===== config.mk =====
export PLATFORM = sky130hd
export DESIGN_NAME = mcu_spi_tx_fifo
export DESIGN_NICKNAME = d
export VERILOG_FILES = /design/src/rtl/mcu_spi_tx_fifo.sv
export SDC_FILE = /design/constraint.sdc
export NUM_CORES = 1
export LEC_CHECK = 0
export BUFFER_PORTS_ARGS = -buffer_cell sky130_fd_sc_hd__buf_4
export CAP_MARGIN = 15
export CORE_MARGIN = 4
export CORE_UTILIZATION = 59
export DETAILED_ROUTE_END_ITERATION = 8
export PLACE_DENSITY = 0.75
export SYNTH_ARGS = -nofsm -noshare
export SYNTH_HDL_FRONTEND = slang
export SYNTH_SLANG_ARGS = --single-unit
export TNS_END_PERCENT = 1

===== constraint.sdc =====
create_clock -name fpga_sck -period 3.2 [get_ports fpga_sck]
set_clock_uncertainty 0.15 [all_clocks]
set_input_delay 0.32 -clock fpga_sck [delete_from_list [all_inputs] [get_ports fpga_sck]]
set_output_delay 0.32 -clock fpga_sck [all_outputs]
set_load 0.02 [all_outputs]

===== src/rtl/mcu_spi_tx_fifo.sv =====
// SPI-slave transmit path: words queued in a small FIFO are serialised onto
// mcu_sdo. mcu_sck and mcu_cs_n are oversampled on fpga_sck, not used as clocks.
module mcu_spi_tx_fifo #(
   parameter int unsigned WIDTH     = 16,
   parameter int unsigned DEPTH     = 4,
   parameter bit          CPOL      = 1'b0,
   parameter bit          CPHA      = 1'b0,
   parameter bit          MSB_FIRST = 1'b1,
   parameter bit          IDLE_SDO  = 1'b0
) (
   input  logic                   fpga_sck,
   input  logic                   reset,
   input  logic                   mcu_sck,
   input  logic                   mcu_cs_n,
   input  logic                   load,
   input  logic [WIDTH-1:0]       data_load,
   output logic                   mcu_sdo,
   output logic                   ready,
   output logic [$clog2(DEPTH):0] fifo_count,
   output logic                   busy,
   output logic                   word_done,
   output logic                   underrun,
   output logic                   overflow,
   output logic                   aborted
);
   localparam int unsigned AW   = $clog2(DEPTH);
   localparam int unsigned CNTW = AW + 1;
   localparam int unsigned BW   = $clog2(WIDTH + 1);

   typedef enum logic {IDLE = 1'b0, ACTIVE = 1'b1} state_t;

   // [0],[1] synchroniser stages, [2] previous synchronised value for edge detect
   logic [2:0]       sck_sync;
   logic [2:0]       cs_sync;

   logic             sck_rise_c, sck_fall_c, lead_c, trail_c;
   logic             launch_c, sample_c, cs_fall_c, cs_rise_c;

   logic [WIDTH-1:0] mem [DEPTH];
   logic [AW-1:0]    wr_ptr, rd_ptr;
   logic [CNTW-1:0]  count_d;
   logic             push_c, pop_c;

   state_t           state_q, state_d;
   logic [WIDTH-1:0] sr_q, sr_d;
   logic [BW-1:0]    bit_cnt_q, bit_cnt_d;
   logic             need_load_q, need_load_d;
   logic             load_word_c;
   logic             word_done_d, underrun_d, aborted_d;
   logic             sdo_bit_c;

   // Two-flop synchronisers plus one edge-detect stage, reset to idle levels
   always_ff @(posedge fpga_sck) begin
      if (reset) begin
         sck_sync <= {3{CPOL}};
         cs_sync  <= 3'b111;
      end else begin
         sck_sync <= {sck_sync[1:0], mcu_sck};
         cs_sync  <= {cs_sync[1:0], mcu_cs_n};
      end
   end

   // Map raw SCK edges onto launch/sample; SCK edges are ignored while CS is high
   always_comb begin
      sck_rise_c = sck_sync[1] & ~sck_sync[2];
      sck_fall_c = ~sck_sync[1] & sck_sync[2];
      cs_fall_c  = ~cs_sync[1] & cs_sync[2];
      cs_rise_c  = cs_sync[1] & ~cs_sync[2];
      lead_c     = CPOL ? sck_fall_c : sck_rise_c;
      trail_c    = CPOL ? sck_rise_c : sck_fall_c;
      launch_c   = (CPHA ? lead_c : trail_c) & ~cs_sync[1];
      sample_c   = (CPHA ? trail_c : lead_c) & ~cs_sync[1];
   end

   // Push is gated by the registered ready only, so a same-cycle pop never frees a slot
   assign push_c  = load & ready;
   assign count_d = fifo_count + CNTW'(push_c) - CNTW'(pop_c);

   // FIFO pointers, occupancy, ready and overflow pulse
   always_ff @(posedge fpga_sck) begin
      if (reset) begin
         wr_ptr     <= '0;
         rd_ptr     <= '0;
         fifo_count <= '0;
         ready      <= 1'b1;
         overflow   <= 1'b0;
      end else begin
         if (push_c) wr_ptr <= wr_ptr + AW'(1);
         if (pop_c)  rd_ptr <= rd_ptr + AW'(1);
         fifo_count <= count_d;
         ready      <= (count_d != CNTW'(DEPTH));
         overflow   <= load & ~ready;
      end
   end

   // FIFO storage (contents need no reset; pointers define validity)
   always_ff @(posedge fpga_sck) begin
      if (push_c) mem[wr_ptr] <= data_load;
   end

   assign sdo_bit_c = MSB_FIRST ? sr_q[WIDTH-1] : sr_q[0];

   // Next-state, shifter and pulse logic
   always_comb begin
      state_d     = state_q;
      sr_d        = sr_q;
      bit_cnt_d   = bit_cnt_q;
      need_load_d = need_load_q;
      load_word_c = 1'b0;
      pop_c       = 1'b0;
      word_done_d = 1'b0;
      underrun_d  = 1'b0;
      aborted_d   = 1'b0;
      case (state_q)
         IDLE: begin
            bit_cnt_d   = '0;
            need_load_d = 1'b0;
            if (cs_fall_c) begin
               state_d = ACTIVE;
               if (CPHA) need_load_d = 1'b1;
               else      load_word_c = 1'b1;
            end
         end
         ACTIVE: begin
            if (cs_rise_c) begin
               state_d     = IDLE;
               // a loaded word that has not reached WIDTH samples is cut short
               aborted_d   = ~need_load_q & (bit_cnt_q != BW'(WIDTH));
               bit_cnt_d   = '0;
               need_load_d = 1'b0;
            end else begin
               if (sample_c && (bit_cnt_q != BW'(WIDTH))) begin
                  bit_cnt_d   = bit_cnt_q + BW'(1);
                  word_done_d = (bit_cnt_q == BW'(WIDTH - 1));
               end
               if (launch_c) begin
                  if (need_load_q || (bit_cnt_q == BW'(WIDTH))) load_word_c = 1'b1;
                  else if (MSB_FIRST) sr_d = {sr_q[WIDTH-2:0], 1'b0};
                  else                sr_d = {1'b0, sr_q[WIDTH-1:1]};
               end
            end
         end
         default: state_d = IDLE;
      endcase
      if (load_word_c) begin
         pop_c       = (fifo_count != '0);
         sr_d        = (fifo_count != '0) ? mem[rd_ptr] : '0;
         underrun_d  = (fifo_count == '0);
         bit_cnt_d   = '0;
         need_load_d = 1'b0;
      end
   end

   // State, shifter and registered outputs
   always_ff @(posedge fpga_sck) begin
      if (reset) begin
         state_q     <= IDLE;
         sr_q        <= '0;
         bit_cnt_q   <= '0;
         need_load_q <= 1'b0;
         mcu_sdo     <= IDLE_SDO;
         busy        <= 1'b0;
         word_done   <= 1'b0;
         underrun    <= 1'b0;
         aborted     <= 1'b0;
      end else begin
         state_q     <= state_d;
         sr_q        <= sr_d;
         bit_cnt_q   <= bit_cnt_d;
         need_load_q <= need_load_d;
         mcu_sdo     <= (state_q == ACTIVE) ? sdo_bit_c : IDLE_SDO;
         busy        <= (state_d == ACTIVE);
         word_done   <= word_done_d;
         underrun    <= underrun_d;
         aborted     <= aborted_d;
      end
   end

endmodule


After elaboration in Yosys (flattened, before gate mapping)

Memories as Yosys holds them, arrays and structs flattened. A register that Yosys moved wholly into a read port is not among the register bits.
Cells that the tools add are included.

Bits in registers: 42
Bits in latches: 0
Bits in writable memories: 64
Bits in read-only memories: 0
Input port bits: 21
Output and inout bits: 10
Logic and storage cells: 83
Memories: 1

Add/subtract/negate cells: 5
Multiply operators: 0
Div/mod/pow operators: 0
Magnitude comparators: 0
Equal/unequal tests: 8
Shifts and indexed selects: 0
Mux-type cells: 23
Bitwise logic cells: 19
Reductions and logical operators: 12

Memories:

| name | words | width | rd ports | clocked after Yosys merged registers in | wr ports | line | text |
|---|---|---|---|---|---|---|---|
| mem  | 4     | 16    | 1        | 1                                       | 1        | 39   | `logic [WIDTH-1:0] mem [DEPTH];` |

Operator list:

| cell                  | number |
|---|---|
| $mux W16              | 6 |
| $mux W5               | 2 |
| $not A1 Y1            | 10 |
| $pmux W5 S2           | 1 |
| $and A1 B1 Y1         | 9 |
| $mux W1               | 9 |
| $pmux W1 S2           | 3 |
| $reduce_or A2 Y1      | 3 |
| $add A5 B1 Y5 const B | 1 |
| $eq A5 B4 Y1 const B  | 1 |
| $eq A5 B5 Y1 const B  | 1 |
| $ne A5 B5 Y1 const B  | 1 |
| $add A2 B1 Y2 const B | 2 |
| $mux W2               | 2 |
| $ne A2 B2 Y1 const B  | 2 |
| $reduce_and A4 Y1     | 1 |
| $reduce_bool A2 Y1    | 2 |
| $reduce_or A4 Y1      | 1 |
| $add A3 B1 Y3         | 1 |
| $logic_not A3 Y1      | 1 |
| $ne A3 B2 Y1 const B  | 1 |
| $ne A3 B3 Y1 const B  | 1 |
| $reduce_bool A3 Y1    | 1 |
| $reduce_or A3 Y1      | 1 |
| other kinds (4)       | 4 |

Depth between registers and ports, before layout

Gate-level depths: netlist of the first run.

Depth after elaboration: 9
Gate-level depth with buffers: 14
Depth with buffers taken out: 13

Worst setup path before layout of the first run

OpenSTA, ideal clock, no wires.

Path kind: register -> register
Start point: register bit_cnt_q[0]
End point: register ready
Setup time: 117 ps
Arrival: 2368 ps
Required time: 2933 ps
Setup slack: 565 ps
Cell stages (with the launch flop): 15
Path buffers: 1
Clock period less this slack: 2635 ps
Path through: dfxtp_1 -> inv_1 -> ha_1 -> nand4bb_4 -> and2_1 -> buf_6 -> nor3_2 -> ha_1 -> inv_1 -> ha_1 -> fa_1 -> xnor2_1 -> xnor2_1 -> nor2_1 -> nand2_1

Cells in the longest elaborated chain, start to end: 9

Ends and longest elaborated chain:

| element                  | line | text |
|---|---|---|
| start: declaration       | 46   | `logic [BW-1:0] bit_cnt_q, bit_cnt_d;` |
| start signal: assignment | 169  | `bit_cnt_q <= bit_cnt_d;` |
| $eq A5 B5 Y1             | 137  | `if (need_load_q \|\| (bit_cnt_q == BW'(WIDTH))) load_word_c = 1'b1;` |
| $logic_or A1 B1 Y1       | 137  |  |
| $mux W1                  | 137  |  |
| $mux W1                  | 136  | `if (launch_c) begin` |
| $mux W1                  | 125  | `if (cs_rise_c) begin` |
| $pmux W1 S2              | 114  | `case (state_q)` |
| $mux W1                  | 145  | `if (load_word_c) begin` |
| net pop_c                | 42   | `logic push_c, pop_c;` |
| $sub A3 B1 Y3            | 77   | `assign count_d = fifo_count + CNTW'(push_c) - CNTW'(pop_c);` |
| $ne A3 B3 Y1             | 91   | `ready <= (count_d != CNTW'(DEPTH));` |
| end signal: assignment   | 91   |  |
| end: declaration         | 18   | `output logic ready,` |

The timed path passes the listed nets, and every way through them passes these cells.
A chain may end at the register's enable or synchronous reset.

Worst setup path after layout of the first run

Same ends and word-level chain as after synthesis.

==> metrics.txt, run 1 <==
outcome complete, no violations; Setup crit end ready; Worst Setup Start Kind flop; Pre-antenna DRT Iters 4; Placed Instance Area roughly 4600 um2; CTS Root Cell clkbuf_8; Leakage approximately 1.7 nW; final WL a little over 7000 um; CTS H-tree lvls 3; Worst setup startpoint bit_cnt_q[0]; leading area contributor after synthesis edfxtp_1; r2r setup slk ~490 ps; core area just under 7000 um2; Worst Path Arrival 2810 ps; fin area 4900 um2; DP Wirelength around 4400 um; Filler cells 460; fin cells about 430; Reg2Reg Depth 13; DR vias/cell around 5.5; reg2reg end ready; Port-buffer cells 30; pins over their slew limit 0; Synth Instances ~280; sequential cell area fraction in the yosys report 0.649; Final Hold Viols 0; Seq cells post-synth between 100 and 150; final number of setup-violating endpoints 0; Total Routing Usage GR 0.186; CP endpoint kind flop; largest net degree at the start of global routing 38; Iter 0 DRT Violations around 110; PostCTS Resize Cnt 0; Critical Path RT between 3000 and 4000 ps; number of global-route vias before repair approximately 2400; Congestion Overflow GR 0; number of top-level pins 31; number of library cell types mapped by synthesis 41; EDFF count, synth 64; slew margin rel. 0.398; die height 93.3 um; post-route minimum period roughly 2700 ps; via count roughly 2300; initial antenna violation count 0; top cell type's share of synthesized area 0.448; Worst Path Class, Setup flop to flop; global-route wire length before repair 12000 um; post-placement cell count around 400; row count 30; Synth async-reset ratio 0; Initial Util 0.618; chip width approximately 93 um; total setup buffers inserted after CTS 0; count leader, synth edfxtp_1; Longest Clk Path Bufs 2; Die ar. 8700 um2; Max Fclk ~0.37 GHz; setup TNS 0 ps; Hold Buf Count CTS 17; register area approximately 2800 um2; area occupied by multi-input gates about 1400 um2; syn_nets slightly above 300; Reg clk slew, reported paths 100 ps; Max Cap Violations 0; CTS tree built; top_reg_cell synth edfxtp_1; clock sink total between 100 and 150; routability cong. about 0.75; IR Drop Worst-Case VDD 0.503 mV; Hold WS between 20 and 25 ps; Hold/Removal Path Class primary input to flop; final net count between 300 and 400; Antenna Cells 0; Avg Inst Size Synth approximately 16 um2; Util after Layout 0.706; period utilization 0.845; number of CTS-inserted buffers 9; Area growth syn-to-layout 14.4%; layout cells sized above 1 0.261; Power Dens Cells 598 nW/um2; top cells by area, synth edfxtp_1, dfxtp_1, mux4_2, mux4_1, a221oi_2; post-synthesis cell area ~4300 um2; Max Fanout on Critical Path 6; clock latency on the worst-skew pair about 360 ps; Routed WL per cell approximately 17 um; # DRC 0; commonest cells in the netlist edfxtp_1, dfxtp_1, nor2_1; Worst Max-Slew Pin Slew roughly 900 ps; post-route ant nets 0; reg2reg start bit_cnt_q[0]; RSZ-0062 raised after global routing false; warnings from Yosys 0
## critical path, cell delays in order (launching register included)
cell and delay [ps]:
dfxtp_1 360, inv_1 70, ha_1 180, nand4bb_4 160
and2_1 210, nor3_2 280, ha_1 170, inv_1 40
ha_1 180, fa_1 370, xnor2_1 140, xnor2_1 120
nor2_1 110, nand2_1 60
## layout make-up
type,count,share of cell area
Timing Repair Buffer,51,0.0867
Sequential cell,107,0.567
Tap cell,96,0.0245
Inverter,10,0.00765
Clock buffer,9,0.0253
Clock inverter,7,0.0115
Multi-Input combinational cell,145,0.277
## report_power, final
part           switching (mW)  leakage, nW  internal [mW]  total (mW)
Combinational           0.303        0.714          0.213       0.516
Clock                   0.460       0.0910          0.294       0.754
Sequential             0.0596        0.938           1.60        1.66
Total                   0.822         1.74           2.11        2.93
## sequential cells by signal (all words and copies together), names as in the netlist, named ones only
signal and count:
ready 1, sr_q 16, mcu_sdo 1, fifo_count 3
rd_ptr 2, overflow 1, cs_sync 3, sck_sync 3
word_done 1, mem 64, bit_cnt_q 5, wr_ptr 2
aborted 1, underrun 1, state_q 1
## through the flow
stage	power [mW]	setup WS, ps
after floorplan	2.04	565
after global routing	3.09	282
after detailed placement	2.20	519
after global placement	2.18	581
final	2.93	495
after CTS	2.96	502
## placed cells by master (no fill, tap or decap), types with 2 or more instances in the layout
| cell type | instances |
|---|---|
| a211oi_1 | 2 |
| o21ai_0 | 3 |
| nor2_1 | 27 |
| nor2b_1 | 7 |
| mux4_2 | 9 |
| nand3_1 | 5 |
| a21oi_1 | 6 |
| inv_6 | 4 |
| and3_1 | 6 |
| or2_2 | 3 |
| clkbuf_8 | 9 |
| a221oi_1 | 6 |
| and2_1 | 2 |
| a221oi_2 | 9 |
| edfxtp_1 | 64 |
| dlygate4sd3_1 | 17 |
| nor3_2 | 10 |
| mux4_1 | 7 |
| nand2_1 | 5 |
| inv_1 | 10 |
| nor3b_1 | 2 |
| ha_1 | 9 |
| buf_4 | 34 |
| nor3_1 | 8 |
| nand2b_1 | 2 |
| dfxtp_1 | 43 |
| xnor2_1 | 4 |
## logic make-up after synthesis
group,Yosys count,synth area share
buf+inv,24,0.0344
flops,107,0.649
simple gates,82,0.115
fa+ha+maj,10,0.0309
mux,16,0.0901
xor+xnor,5,0.0102
compound gates,32,0.0706
## worst min-delay path by stage
stage | startpoint | end | slack (ps) | cells after the start
6_report | mcu_sck | sck_sync[0] | 20 | 2
5_1_grt | mcu_sck | sck_sync[0] | 0.3 | 2
4_1_cts | mcu_sck | sck_sync[0] | 2 | 2
3_5_place_dp | cs_sync[0] | cs_sync[1] | 250 | 1
3_3_place_gp | cs_sync[0] | cs_sync[1] | 270 | 1
2_1_floorplan | cs_sync[0] | cs_sync[1] | 240 | 1
## routing by layer
layer	GRT usage	up-vias	part of all wire	wire [um]
li1	-	1140	-	-
met1	0.229	1157	0.43	3110
met2	0.313	48	0.52	3770
met3	0.0563	4	0.042	302
met4	0.0623	0	0.0091	66
met5	0	-	0	0
(Power assumes the default switching activity.)
==> run 2, diff against run 1 <==
- clock period: 3.2 -> 2.8 ns (I/O delays scaled with it)
==> run 2 against run 1 <==
Flip-flop and latch count is the same. Design area increased by 1.9%. Fmax is 3.4% higher. Sequential share of layout area fell by 1.0 points. Clock power increased by 15%. Sequential power is 14% higher. Critical path depth did not move. Worst setup slack lost 310 ps. Cell count grew 2.4%. Clock-buffer cell count grew 1. Die area is the same. Largest power group unchanged.
==> metrics.txt, run 2 (synthesis gave the netlist of run 1 again) <==
Die ar. 8700 um2 (unchanged); Pre-antenna DRT Iters 4 (unchanged); CP endpoint kind flop; Worst Path Class, Setup flop to flop; routability cong. 0.768 (+2.2%); final WL 7290 um (+0.62%); Flop pwr share 0.559 (-0.008); Worst Setup Start Kind flop; Routed WL per cell 16.8 um (-1.7%); DR vias/cell 5.47 (-1.0%); die height 93.3 um (unchanged); Max Fanout on Critical Path 6 (unchanged); row count 30 (unchanged); Comb pwr share 0.185 (+0.009); Hold WS 63.5 ps (+39.1 ps); global-route wire length before repair 12100 um (+1.3%); DP Wirelength 4550 um (+2.9%); Top reg by flops mem; # DRC 0 (unchanged); Reg clk slew, reported paths 100 ps (about the same); outcome complete, no violations; post-route ant nets 0 (unchanged); CTS tree built; CTS H-tree lvls 3 (unchanged); r2r setup slk 180 ps (-310 ps); clock sink total 107 (unchanged); slew margin rel. 0.647 (+0.248); internal power 2.44 mW (+16%); Net Sw Frac 0.279 (-0.00118); Iter 0 DRT Violations 163 (+50%); Filler cells 457 (-0.65%); final number of setup-violating endpoints 0 (unchanged); layout cells sized above 1 0.289 (+0.0277); Final Hold Viols 0 (unchanged); Port-buffer cells 30 (unchanged); Max Fclk 0.382 GHz (+3.4%); Antenna Cells 0 (unchanged); RSZ-0062 raised after global routing false; Area growth syn-to-layout 16.6%; fin area 5000 um2 (+1.9%); pins over their slew limit 0 (unchanged); period utilization 0.935 (+0.0893); IR Drop Worst-Case VDD 0.442 mV (-12%); fin cells 435 (+2.4%); number of top-level pins 31 (unchanged); Leakage 1.80 nW (+3.1%); Initial Util 0.618 (unchanged); Largest regs mem: 64 flops, sr_q: 16 flops, bit_cnt_q: 5 flops; number of CTS-inserted buffers 9 (unchanged); Total Routing Usage GR 0.188 (+0.00166); Power Dens Cells 678 nW/um2 (+13%); Critical Path RT 2910 ps (-400 ps); commonest non-fill, non-tap cell in the layout edfxtp_1; Power, Total 3.39 mW (+16%); switching power 0.947 mW (+15%); core area 6940 um2 (unchanged); post-placement cell count 400 (+2.0%); Congestion Overflow GR 0 (unchanged); via count 2380 (+1.3%); Max Cap Violations 0 (unchanged); clock latency on the worst-skew pair 360 ps (about the same); number of global-route vias before repair 2393 (+1.2%); final net count 365 (+2.8%); Hold/Removal Path Class primary input to flop; largest net degree at the start of global routing 38 (unchanged); Placed Instance Area 4610 um2 (+1.3%); Final Worst Setup Slack 183 ps (-312 ps); setup TNS 0 ps (unchanged); Longest Clk Path Bufs 2 (unchanged); Largest register FFs 64 (unchanged); chip width 93.3 um (unchanged); Place WS 159 ps (-360 ps); Util after Layout 0.720 (+0.0137); initial antenna violation count 0 (unchanged); CTS Root Cell clkbuf_8; most frequent cells in the layout edfxtp_1, buf_4, dfxtp_1, nor2_1, dlygate4sd3_1; Worst Max-Slew Pin Slew 530 ps (-373 ps); Clock power frac 0.256 (about the same); post-route minimum period 2620 ps (-88.2 ps); Worst Path Arrival 2730 ps (-80 ps)
## run 2: cell types whose count changed in the layout (fill, tap and decap cells not counted), moves of 2 or more
cell / change
buf_4: +9
inv_8: +2
inv_6: -3
dfxtp_2: +2
dfxtp_1: -2
## run 2: metal layers
metal,up-vias,track usage,routed length (um)
met4,0,0.0513,71
met1,1162,0.241,3070
met5,-,0,0
met2,45,0.316,3830
met3,8,0.0491,323
li1,1165,-,-
## run 2: cell type report
class,instances,area [um2],share of cell area
sequential,107,2790,0.557
clock buffer,10,128,0.0255
inverter,10,37.5,0.00751
multi-input combinational,145,1370,0.274
tap,96,120,0.0240
clock inverter,6,56.3,0.0113
timing repair buffer,61,503,0.101
## run 2: worst paths after layout
path / from / endpoint / cells after the start
max: bit_cnt_q[1] / ready / 13
min: load / overflow / 2
max reg2reg: bit_cnt_q[1] / ready / 13
min reg2reg: cs_sync[0] / cs_sync[1] / 1
## run 2: power groups by stage
stage               clock network (mW)  registers (mW)  logic [mW]
finish                           0.868            1.89       0.628
global route                     0.966            1.91       0.688
CTS                              0.894            1.89       0.628
detailed placement                   0            1.93       0.606
global placement                     0            1.92       0.594
floorplan                            0            1.94       0.392
## run 2: timing repair
action	4_1_cts	5_1_grt
hold buffers	18	0
resized for setup	0	5
buffers inserted	0	1
endpoints found under the setup margin	0	1
hold endpoints to repair	66	0
## run 2: critical path: stages, from the launching register on
cell and delay, ps:
dfxtp_2 340, inv_1 70, ha_2 190, nand4bb_4 160, and2_4 210, nor3_4 190
ha_1 140, inv_1 40, ha_1 180, fa_1 380, xnor2_1 150, xnor2_1 130
nor2_1 130, nand2_1 60
